$ cat src/rtl/controlador_es_pkg.sv
`default_nettype none
// ============================================================================
// Module   : controlador_es_pkg
// Brief    : Register map, CTRL/PEND bit positions and reset defaults.
// Revision : 1.0 - initial release
// ============================================================================
package controlador_es_pkg;

    localparam logic [3:0] c_off_sal0   = 4'd0;
    localparam logic [3:0] c_off_sal1   = 4'd1;
    localparam logic [3:0] c_off_ent0   = 4'd2;
    localparam logic [3:0] c_off_ent1   = 4'd3;
    localparam logic [3:0] c_off_rld_lo = 4'd4;
    localparam logic [3:0] c_off_rld_hi = 4'd5;
    localparam logic [3:0] c_off_ctrl   = 4'd6;
    localparam logic [3:0] c_off_pend   = 4'd7;

    localparam int c_ctrl_ten      = 0;
    localparam int c_ctrl_mask_lsb = 1;
    localparam int c_ctrl_mask_msb = 3;
    localparam int c_pend_timer    = 0;
    localparam int c_pend_bot_lsb  = 1;

    localparam logic [11:0] c_base_es_rst = 12'hFFF;
    localparam logic [15:0] c_timer_rst   = 16'd999;

endpackage
`default_nettype wire

$ cat src/rtl/sincronizador_flanco.sv
`default_nettype none
// ============================================================================
// Module   : sincronizador_flanco
// Brief    : N-bit 2-flop synchronizer with a rising-edge pulse per bit.
// Revision : 1.0 - initial release
// ============================================================================
module sincronizador_flanco #(
    parameter int WIDTH = 1
) (
    input  logic             clk,
    input  logic             rst_n,
    input  logic [WIDTH-1:0] i_async,
    output logic [WIDTH-1:0] o_sync,
    output logic [WIDTH-1:0] o_rise
);

    logic [WIDTH-1:0] r_meta;
    logic [WIDTH-1:0] r_sync;
    logic [WIDTH-1:0] r_prev;

    always_ff @(posedge clk or negedge rst_n) begin
        if (!rst_n) begin
            r_meta <= '0;
            r_sync <= '0;
            r_prev <= '0;
        end else begin
            r_meta <= i_async;
            r_sync <= r_meta;
            r_prev <= r_sync;
        end
    end

    // Edge pulse is formed only from flop outputs, so it is glitch-free.
    assign o_sync = r_sync;
    assign o_rise = r_sync & ~r_prev;

endmodule
`default_nettype wire

$ cat src/rtl/controlador_es.sv
`default_nettype none
// ============================================================================
// Module   : controlador_es
// Brief    : CPU I/O controller: output/input ports, reloadable down timer
//            and maskable pending-interrupt register.
// Revision : 1.0 - initial release
// ============================================================================
module controlador_es
    import controlador_es_pkg::*;
#(
    parameter logic [11:0] BASE_ES   = c_base_es_rst,
    parameter logic [15:0] TIMER_RST = c_timer_rst
) (
    input  logic        clk,
    input  logic        reset,
    input  logic        rd,
    input  logic        wr,
    input  logic [15:0] dir,
    input  logic [7:0]  dato_cpu,
    output logic [7:0]  dato_a_cpu,
    output logic [2:0]  interrupciones,
    input  logic [7:0]  ent_ext0,
    input  logic [7:0]  ent_ext1,
    input  logic [1:0]  botones,
    output logic [7:0]  sal_ext0,
    output logic [7:0]  sal_ext1
);

    logic [7:0]  r_sal0;
    logic [7:0]  r_sal1;
    logic [7:0]  r_reload_lo;
    logic [7:0]  r_reload_hi;
    logic [3:0]  r_ctrl;
    logic [2:0]  r_pend;
    logic [2:0]  r_irq;
    logic [15:0] r_cnt;
    logic        r_load;

    logic [15:0] w_ent_sync;
    logic [15:0] w_ent_rise_unused;
    logic [1:0]  w_bot_sync_unused;
    logic [1:0]  w_bot_rise;
    logic [15:0] w_reload;
    logic [3:0]  w_off;
    logic        w_sel;
    logic        w_wr_hit;
    logic        w_load_req;
    logic        w_expire;
    logic [2:0]  w_pend_set;
    logic [2:0]  w_pend_clr;

    sincronizador_flanco #(.WIDTH(16)) u_sync_ent (
        .clk     (clk),
        .rst_n   (reset),
        .i_async ({ent_ext1, ent_ext0}),
        .o_sync  (w_ent_sync),
        .o_rise  (w_ent_rise_unused)
    );

    sincronizador_flanco #(.WIDTH(2)) u_sync_bot (
        .clk     (clk),
        .rst_n   (reset),
        .i_async (botones),
        .o_sync  (w_bot_sync_unused),
        .o_rise  (w_bot_rise)
    );

    assign w_off    = dir[3:0];
    assign w_sel    = (dir[15:4] == BASE_ES);
    assign w_wr_hit = wr & w_sel;
    assign w_reload = {r_reload_hi, r_reload_lo};

    // A reload write or TEN 0->1 arms a counter load for the next edge.
    assign w_load_req = w_wr_hit &&
                        ((w_off == c_off_rld_lo) || (w_off == c_off_rld_hi) ||
                         ((w_off == c_off_ctrl) && dato_cpu[c_ctrl_ten] && !r_ctrl[c_ctrl_ten]));
    assign w_expire   = r_ctrl[c_ctrl_ten] && !r_load && (r_cnt == 16'd0);
    assign w_pend_clr = (w_wr_hit && (w_off == c_off_pend)) ? dato_cpu[2:0] : 3'b000;

    always_comb begin
        w_pend_set                       = 3'b000;
        w_pend_set[c_pend_timer]         = w_expire;
        w_pend_set[c_pend_bot_lsb +: 2]  = w_bot_rise;
    end

    always_ff @(posedge clk or negedge reset) begin
        if (!reset) begin
            r_sal0      <= 8'h00;
            r_sal1      <= 8'h00;
            r_reload_lo <= TIMER_RST[7:0];
            r_reload_hi <= TIMER_RST[15:8];
            r_ctrl      <= 4'h0;
        end else if (w_wr_hit) begin
            case (w_off)
                c_off_sal0:   r_sal0      <= dato_cpu;
                c_off_sal1:   r_sal1      <= dato_cpu;
                c_off_rld_lo: r_reload_lo <= dato_cpu;
                c_off_rld_hi: r_reload_hi <= dato_cpu;
                c_off_ctrl:   r_ctrl      <= dato_cpu[3:0];
                default:      ;
            endcase
        end
    end

    always_ff @(posedge clk or negedge reset) begin
        if (!reset) begin
            r_cnt  <= TIMER_RST;
            r_load <= 1'b0;
        end else begin
            r_load <= w_load_req;
            if (r_load) begin
                r_cnt <= w_reload;
            end else if (r_ctrl[c_ctrl_ten]) begin
                r_cnt <= (r_cnt == 16'd0) ? w_reload : r_cnt - 16'd1;
            end
        end
    end

    // Set is OR-ed after the clear so a same-edge event wins.
    always_ff @(posedge clk or negedge reset) begin
        if (!reset) begin
            r_pend <= 3'b000;
            r_irq  <= 3'b000;
        end else begin
            r_pend <= (r_pend & ~w_pend_clr) | w_pend_set;
            r_irq  <= r_pend & r_ctrl[c_ctrl_mask_msb:c_ctrl_mask_lsb];
        end
    end

    always_comb begin
        dato_a_cpu = 8'h00;
        if (rd && w_sel) begin
            case (w_off)
                c_off_sal0:   dato_a_cpu = r_sal0;
                c_off_sal1:   dato_a_cpu = r_sal1;
                c_off_ent0:   dato_a_cpu = w_ent_sync[7:0];
                c_off_ent1:   dato_a_cpu = w_ent_sync[15:8];
                c_off_rld_lo: dato_a_cpu = r_reload_lo;
                c_off_rld_hi: dato_a_cpu = r_reload_hi;
                c_off_ctrl:   dato_a_cpu = {4'h0, r_ctrl};
                c_off_pend:   dato_a_cpu = {5'b00000, r_pend};
                default:      dato_a_cpu = 8'h00;
            endcase
        end
    end

    assign sal_ext0       = r_sal0;
    assign sal_ext1       = r_sal1;
    assign interrupciones = r_irq;

endmodule
`default_nettype wire

$ cat config.mk
export PLATFORM = sky130hd
export DESIGN_NAME = controlador_es
export DESIGN_NICKNAME = d
export VERILOG_FILES = /design/src/rtl/controlador_es_pkg.sv /design/src/rtl/sincronizador_flanco.sv /design/src/rtl/controlador_es.sv
export SDC_FILE = /design/constraint.sdc
export NUM_CORES = 1
export LEC_CHECK = 0
export ABC_AREA = 1
export CELL_PAD_IN_SITES_DETAIL_PLACEMENT = 1
export CELL_PAD_IN_SITES_GLOBAL_PLACEMENT = 2
export CORE_ASPECT_RATIO = 0.8
export CORE_UTILIZATION = 35
export CTS_CLUSTER_SIZE = 24
export DETAILED_ROUTE_END_ITERATION = 8
export PLACE_DENSITY = 0.93
export SKIP_LAST_GASP = 1
export SYNTH_ARGS = -nofsm -noshare
export SYNTH_HDL_FRONTEND = slang
export SYNTH_SLANG_ARGS = --single-unit
$ cat constraint.sdc
create_clock -name clk -period 4 [get_ports clk]
set_input_delay 0.8 -clock clk [delete_from_list [all_inputs] [get_ports clk]]
set_output_delay 0.8 -clock clk [all_outputs]
set_load 0.01 [all_outputs]
After elaboration in Yosys (flattened, before gate mapping)
Index checks and enable logic that the tools add are counted.
- logic and storage cells: 55
- output and inout port bits: 27
- bits in registers: 97
- bits of input ports: 46
- muxes and demuxes: 6
- reduce and logical (&&, ||, !) cells: 19
- equal/unequal tests: 8
- add/subtract/negate cells: 1
- bitwise operators: 7
- operators with widths (operator ; count):
    $pmux W8 S8 ; 1
    $mux W16 ; 3
    $eq A4 B3 Y1 const B ; 4
    $logic_not A16 Y1 ; 1
    $sub A16 B1 Y16 const B ; 1
    $eq A12 B12 Y1 const B ; 1
    $reduce_and A2 Y1 ; 5
    $eq A4 B2 Y1 const B ; 2
    $mux W8 ; 1
    $logic_and A1 B1 Y1 ; 7
    $and A3 B3 Y3 ; 2
    $eq A4 B1 Y1 const B ; 1
    $logic_not A4 Y1 ; 1
    $mux W3 ; 1
    $not A3 Y3 ; 1
    $or A3 B3 Y3 ; 1
    $and A2 B2 Y2 ; 1
    $logic_not A1 Y1 ; 2
    $logic_or A1 B1 Y1 ; 2
    $not A2 Y2 ; 1
    $reduce_bool A2 Y1 ; 1
    $and A1 B1 Y1 ; 1

Depth between registers and ports, before layout
Gate-level depths: netlist (run 1).
- depth after elaboration: 7
- depth in mapped cells: 11
- gate-level depth less buffers: 10

Modules after synthesis
From an unflattened synthesis (run 1), not the netlist that was laid out.
- cell total of the unflattened synthesis: 570
- area total of the unflattened synthesis: 5021.1 µm²
- by module, submodules not included (module ; cells an instance ; area an instance (µm²) ; times used ; sequential area each (µm²)):
    controlador_es ; 480 ; 3489.6 ; 1 ; 1496.4
    sincronizador_flanco (u_sync_ent) ; 80 ; 1361.3 ; 1 ; 1201.2
    sincronizador_flanco (u_sync_bot) ; 10 ; 170.2 ; 1 ; 150.1

Least setup slack after synthesis (run 1)
OpenSTA, ideal clock, no wires.
- kind: input-to-output
- start: in dir[2]
- end: out dato_a_cpu[0]
- required time: 3.200 ns
- buffers on the path: 0
- slack: 1.534 ns
- stages: 7
- data arrival time: 1.666 ns
- cell sequence: inv_1 > nand2_1 > nor2_1 > nand2_1 > nand2_1 > nor2_1 > a21oi_1
- cells in the longest elaborated chain, start to end: 3
- elaborated cells on any way between the ends: 10
- classes of those cells: 7 x eq/ne; 2 x mux; 1 x reduce/logical
- RTL lines (element ; line ; source):
    from (decl) ; controlador_es.sv:18 ; input logic [15:0] dir,
    $eq A4 B3 Y1, or another cell as far along ; controlador_es.sv:133 ; case (w_off)
    $pmux W8 S8 * ; controlador_es.sv:133 ;
    $mux W8 * ; controlador_es.sv:132 ; if (rd && w_sel) begin
    to (decl) ; controlador_es.sv:20 ; output logic [7:0] dato_a_cpu,
Every way passes the cells marked *; elsewhere a longest branch is shown, timed or not.

Worst setup path after layout (run 1)
- start: in dir[1]
- end: out dato_a_cpu[4]
Same word-level chain as after synthesis.

==> impl_results.md, run 1 <==
- Vias/cell: 4.863
- 1st-pass router iterations: 4
- # IOs: 73
- DR DRC count: 0
- Clock buffer count from CTS: 9
- Largest stage delay, worst path: 0.60 ns
- Die X: 128.4 um
- Die Area: 0.01324 mm^2
- Setup crit start: dir[1]
- Sum Neg Setup Slack: 0 ns
- Top post-synthesis cells by area: dfrtp_1 (45%), nand2_1 (13%), dfstp_2 (9.4%)
- Min-Delay Path Class: flip-flop to flip-flop
- Final cycle utilization of the critical path: 94.71%
- Port bufs: 72
- Post-synth EDFFs: 0
- Leak: 2.674 nW
- Post-Syn Area: 0.004473 mm^2
- Switching share of power: 27.78%
- Clock Power Share: 40.2%
- Fmax: 264.0 MHz
- Initial drt markers: 255
- Remaining global-route overflow: 0
- Logic pwr share: 9.8%
- Area of the multi-input gates: 0.001718 mm^2
- TritonCTS clock tree: built
- Int Pwr: 1.590 mW
- Reg area: 0.002447 mm^2
- Initial antenna violation count: 0
- Type of destination of the critical path: primary output
- Met3 wire length: 654 um
- Synth Flop Type: dfrtp_1
- Layout filler cell count: 1411
- Sequential fraction of design power: 50.0%
- Critical path startpoint category: primary input
- Syn_nets: 555
- Fin cells: 761
- PostCTS Resize Cnt: 0
- CP max stage cell: clkdlybuf4s50_1
- Final min period: 3.788 ns
- Post-route ant nets: 0
- Hold path start: u_sync_ent.r_meta[6]$_DFF_PN0_
- Worst-path clk slew: 0.08 ns
- Vias in the first global route: 4013
- Synth-to-Final Area Change: 26.35%
- Fraction of layout cells with a size suffix above 1: 12.71%
- Count of different cell masters after synthesis: 32
- Crit path max fanout: 8
- Worst skew pair latency: 0.36 ns
- NetSw: 0.6118 mW
- Hold buffer count at CTS: 0
- Syn Area/Cell: 8.823 um^2
- HPWL reported at the end of detailed placement: 9.352 mm
- Maximum vdd drop: 0.0002117 V
- RSZ-0062 raised after global routing: false
- Wl on met1: 5.832 mm
- Setup Skew: 0.01036 ns
- Cell Pwr Density: 389.6 mW/mm^2
- Max Cap Viol: 0
- Crit Path Class: primary input to primary output
- Die Y-Extent: 103.1 um
- Max clock buf depth: 2
- Ys async rst share: 100.0%
- Outcome: finished clean
- Critical Path RT: 3.20 ns
- Initial Util: 36.38%
- Ys Warns: 0
- Area leader, netlist: dfrtp_1
- Final WL: 12.80 mm
- Crit path DAT: 2.99 ns
- Total GRT Usage: 21.67%
- R2R Setup Slk: 2.07 ns
- Drt wl/cell: 16.82 um
- CTS root buf: clkbuf_16
- Site Rows: 36
- Worst-Margin Slew: 0.9720 ns
- # Post-CTS Setup Buffers: 0
- Post-layout net count: 633
- Inst Count DP: 745
- Vias: 3701
- Crit-path cells: clkdlybuf4s50_1 > inv_1 > nor3_4 > nand2_1 > nand2_1 > a21oi_1 > a21oi_1 > clkdlybuf4s50_1
- ANT cells: 0
- CTS H-tree lvls: 3
- Syn Inst Count: 507
- Largest net degree at the start of global routing: 78
- Final Hold Fails: 0
- Share of the synthesized area in the top cell type: 45.31%
- Global placement routability congestion: 0.8559
- Pins over their slew limit: 0
- Uppermost layer routed: met4
- Final setup viols: 0
- FF+latch count, synth: 97
- Global-route wire length before repair: 21.31 mm
- Core Region: 0.01230 mm^2
- Detail Route met2 WL: 6.101 mm
- RR Startpoint: r_load$_DFF_PN0_
- Slew HR: 35.20%
- Sequential area share after synthesis: 54.71%
- Clock sink count: 97
==> cell type report <==
class                   count  area share [%]
repair buffers             75           13.11
inverters                  59           3.919
well taps                 171           3.786
multi-input cells         343           30.40
clock inverters             7           1.505
clock buffers               9           3.985
flip-flops and latches     97           43.30
==> placed cells by master (no fill, tap or decap), drive strengths merged <==
| cell type | n |
|---|---|
| a21oi | 15 |
| and2 | 1 |
| buf | 4 |
| clkbuf | 9 |
| clkdlybuf4s50 | 71 |
| clkinv | 3 |
| clkinvlp | 1 |
| dfrtp | 81 |
| dfstp | 16 |
| ha | 2 |
| inv | 62 |
| nand2 | 167 |
| nand3 | 25 |
| nand4 | 9 |
| nor2 | 55 |
| nor3 | 3 |
| o21ai | 48 |
| o22ai | 14 |
| o31ai | 1 |
| or2 | 1 |
| xnor2 | 2 |
==> flip-flops by register name, indices dropped and copies added, names as in the netlist, 3 cells and up <==
signal,count
r_cnt,16
u_sync_ent.o_sync,16
u_sync_ent.r_meta,16
r_reload_hi,8
r_reload_lo,8
sal_ext0,8
sal_ext1,8
r_ctrl,4
interrupciones,3
r_pend,3
==> power groups by stage <==
stage | combinational (mW) | clock [mW] | sequential (mW)
after floorplan | 0.112 | 0 | 1.10
after global placement | 0.207 | 0 | 1.12
after detailed placement | 0.215 | 0 | 1.12
after CTS | 0.219 | 0.898 | 1.10
after global routing | 0.249 | 0.936 | 1.11
final | 0.215 | 0.886 | 1.10
==> stage by stage <==
step	util [%]	hold WS (ns)	setup WS, ns	total power, mW	area, um^2
after floorplan	-	0.3312	1.534	1.215	4473
after global placement	43.44	0.3321	0.3195	1.324	5341
after detailed placement	43.44	0.3363	0.2438	1.334	5341
after CTS	45.96	0.3548	0.2284	2.219	5652
after global routing	45.96	0.3571	0.08707	2.296	5652
final	45.96	0.3533	0.2117	2.202	5652
==> cells in the mapped netlist (3+ instances only) <==
cell,number
dfrtp_1,81
o21ai_0,35
buf_6,3
nor2_1,40
nor2_8,5
o21ai_1,3
nand2_2,6
o21ai_2,10
inv_1,57
nor2_2,8
nand4_1,8
nand3_1,24
a21oi_1,15
o22ai_1,14
dfstp_2,16
buf_8,3
nand2_1,159
==> logic make-up (layout without fill, tap and decap cells) <==
family	count (synthesis)	count (layout)	synth area share, %
AO/OA/AOI/OAI	78	78	10.01
XOR/XNOR	2	2	0.3917
adder cells (fa/ha/maj)	2	2	0.5594
buffers and inverters	67	150	6.881
flip-flops	97	97	54.71
AND/OR/NAND/NOR	261	261	27.44
==> metal layers <==
layer	GRT usage (%)	vias to the layer above
met1	28.66	1830
met3	3.736	16
li1	-	1767
met5	0	-
met2	36.42	88
met4	7.059	0
==> critical path, delay by kind of cell <==
kind	cells	cell delay [ns]
buf+inv	3	1.31
simple gates	3	0.61
compound gates	2	0.25
==> path summary, 6_finish.rpt <==
kind,to,cells past startpoint
min in group asynchronous,u_sync_ent.r_meta[11]$_DFF_PN0_,1
worst max register to register,r_cnt[4]$_DFFE_PN0P_,4
max in group asynchronous,r_cnt[9]$_DFFE_PN1P_,2
worst max-delay path,dato_a_cpu[4],8
worst min register to register,u_sync_ent.o_sync[6]$_DFF_PN0_,0
worst min-delay path,u_sync_ent.o_sync[6]$_DFF_PN0_,0
Power figures use the tool's default switching activity.
==> run 2, diff against run 1 <==
- CTS_BUF_LIST: not set -> sky130_fd_sc_hd__clkbuf_4 sky130_fd_sc_hd__clkbuf_8 sky130_fd_sc_hd__clkbuf_16
- clock period: 4 -> 4.4 ns (I/O delays scaled with it)
==> run 2 against run 1 <==
Power is 7.3% lower. Global-route usage is 1.1 points lower. Critical path type unchanged. Hold slack worse by 0.0026 ns.
==> impl_results.md, run 2 (same netlist as run 1, synthesis figures left out) <==
- Outcome: finished clean
- Final Hold Fails: 0
- Crit path max fanout: 8
- Global-route wire length before repair: 20.54 mm
- Fraction of layout cells with a size suffix above 1: 12.71%
- Worst-Margin Slew: 0.8998 ns
- Final cycle utilization of the critical path: 90.78%
- Hold buffer count at CTS: 0
- Global placement routability congestion: 0.8736
- CTS H-tree lvls: 3
- Cell Pwr Density: 360.2 mW/mm^2
- CTS root buf: clkbuf_16
- Type of destination of the critical path: primary output
- RSZ-0062 raised after global routing: false
- Fmax: 250.4 MHz
- Min-Delay Path Class: flip-flop to flip-flop
- HPWL reported at the end of detailed placement: 9.331 mm
- R2R Setup Slk: 2.36 ns
- Final min period: 3.994 ns
- Crit path DAT: 3.11 ns
- Final Power: 2.040 mW
- Clock sink count: 97
- Initial Util: 36.38%
- Pins over their slew limit: 0
- Commonest non-fill, non-tap cell in the layout: nand2_1
- Crit Path Class: primary input to primary output
- Largest net degree at the start of global routing: 47
- Final setup viols: 0
- Die X: 128.4 um
- Setup crit start: dir[1]
- Final WL: 12.51 mm
- Vias: 3697
- Port bufs: 72
- Vias/cell: 4.858
- Critical Path RT: 3.52 ns
- ANT cells: 0
- Cell area after placement: 0.005341 mm^2
- Sum Neg Setup Slack: 0 ns
- Drt wl/cell: 16.44 um
- Leak: 2.686 nW
- Clock buffer count from CTS: 9
- Setup Skew: 0.004362 ns
- Final instance area: 0.005664 mm^2
- Remaining global-route overflow: 0
- Maximum vdd drop: 0.0002178 V
- Synth-to-Final Area Change: 26.63%
- Largest stage delay, worst path: 0.61 ns
- Post-route ant nets: 0
- Total GRT Usage: 20.58%
- DR DRC count: 0
- TritonCTS clock tree: built
- Die Area: 0.01324 mm^2
- Initial antenna violation count: 0
- Critical path startpoint category: primary input
- Slew HR: 39.95%
- Worst R2R Path Depth: 4
- Post-layout net count: 633
- 1st-pass router iterations: 4
- Final Core Density: 46.06%
- Crit-path cells: clkdlybuf4s50_1 > inv_1 > nor3_4 > nand2_1 > nand2_1 > nor2_1 > a21oi_1 > clkdlybuf4s50_1
- # Post-CTS Setup Buffers: 0
- CP max stage cell: clkdlybuf4s50_1
- Worst-path clk slew: 0.08 ns
- RR Endpoint: r_cnt[1]$_DFFE_PN1P_
- RR Startpoint: r_load$_DFF_PN0_
- PostCTS Resize Cnt: 0
- Vias in the first global route: 4024
- Site Rows: 36
- Hold slack: 0.3507 ns
- # IOs: 73
- Die Y-Extent: 103.1 um
- Commonest cells after routing, fill and taps aside: nand2_1 (159), dfrtp_1 (81), clkdlybuf4s50_1 (71), inv_1 (57), nor2_1 (40)
- Initial drt markers: 173
- Core Region: 0.01230 mm^2
- Max clock buf depth: 2
- End of the critical path: dato_a_cpu[3]
- Max Cap Viol: 0
- Worst skew pair latency: 0.35 ns
run 2: through the flow:
stage,setup WS (ns),std cells
3_3_place_gp,0.5511,745
3_5_place_dp,0.4008,745
4_1_cts,0.3804,761
2_1_floorplan,1.774,507
5_1_grt,0.3129,761
6_report,0.4057,761
run 2: area by class of cell:
class                   count  area (um^2)
clock buffers               9        225.2
multi-input cells         343         1718
inverters                  59        221.5
clock inverters             7        97.59
fillers                  1450         6633
flip-flops and latches     97         2447
repair buffers             75        740.7
well taps                 171        214.0
run 2: layer usage:
| metal | GRT usage (%) | share of wire (%) |
|---|---|---|
| met3 | 3.633 | 3.9 |
| met2 | 35.47 | 48 |
| met5 | 0 | 0 |
| met1 | 27.21 | 47 |
| met4 | 4.615 | 0.83 |
run 2: how the worst min path moves through the flow:
stage | end | slack (ns) | start | cells past startpoint
CTS | u_sync_ent.o_sync[11]$_DFF_PN0_ | 0.35 | u_sync_ent.r_meta[11]$_DFF_PN0_ | 0
global route | u_sync_ent.o_sync[8]$_DFF_PN0_ | 0.36 | u_sync_ent.r_meta[8]$_DFF_PN0_ | 0
floorplan | u_sync_bot.o_sync[0]$_DFF_PN0_ | 0.33 | u_sync_bot.r_meta[0]$_DFF_PN0_ | 0
finish | u_sync_ent.o_sync[11]$_DFF_PN0_ | 0.35 | u_sync_ent.r_meta[11]$_DFF_PN0_ | 0
global placement | u_sync_ent.o_sync[7]$_DFF_PN0_ | 0.33 | u_sync_ent.r_meta[7]$_DFF_PN0_ | 0
detailed placement | u_sync_ent.o_sync[11]$_DFF_PN0_ | 0.34 | u_sync_ent.r_meta[11]$_DFF_PN0_ | 0
run 2: worst max-delay path: cells and delay by family:
family | cells | cell delay [ns]
buf+inv | 3 | 1.31
simple gates | 4 | 0.73
compound gates | 1 | 0.18
run 2: report_power, final:
part           switching (mW)  internal [mW]
Clock                   0.386          0.461
Sequential             0.0455          0.954
Combinational           0.108         0.0852
Total                   0.540           1.50
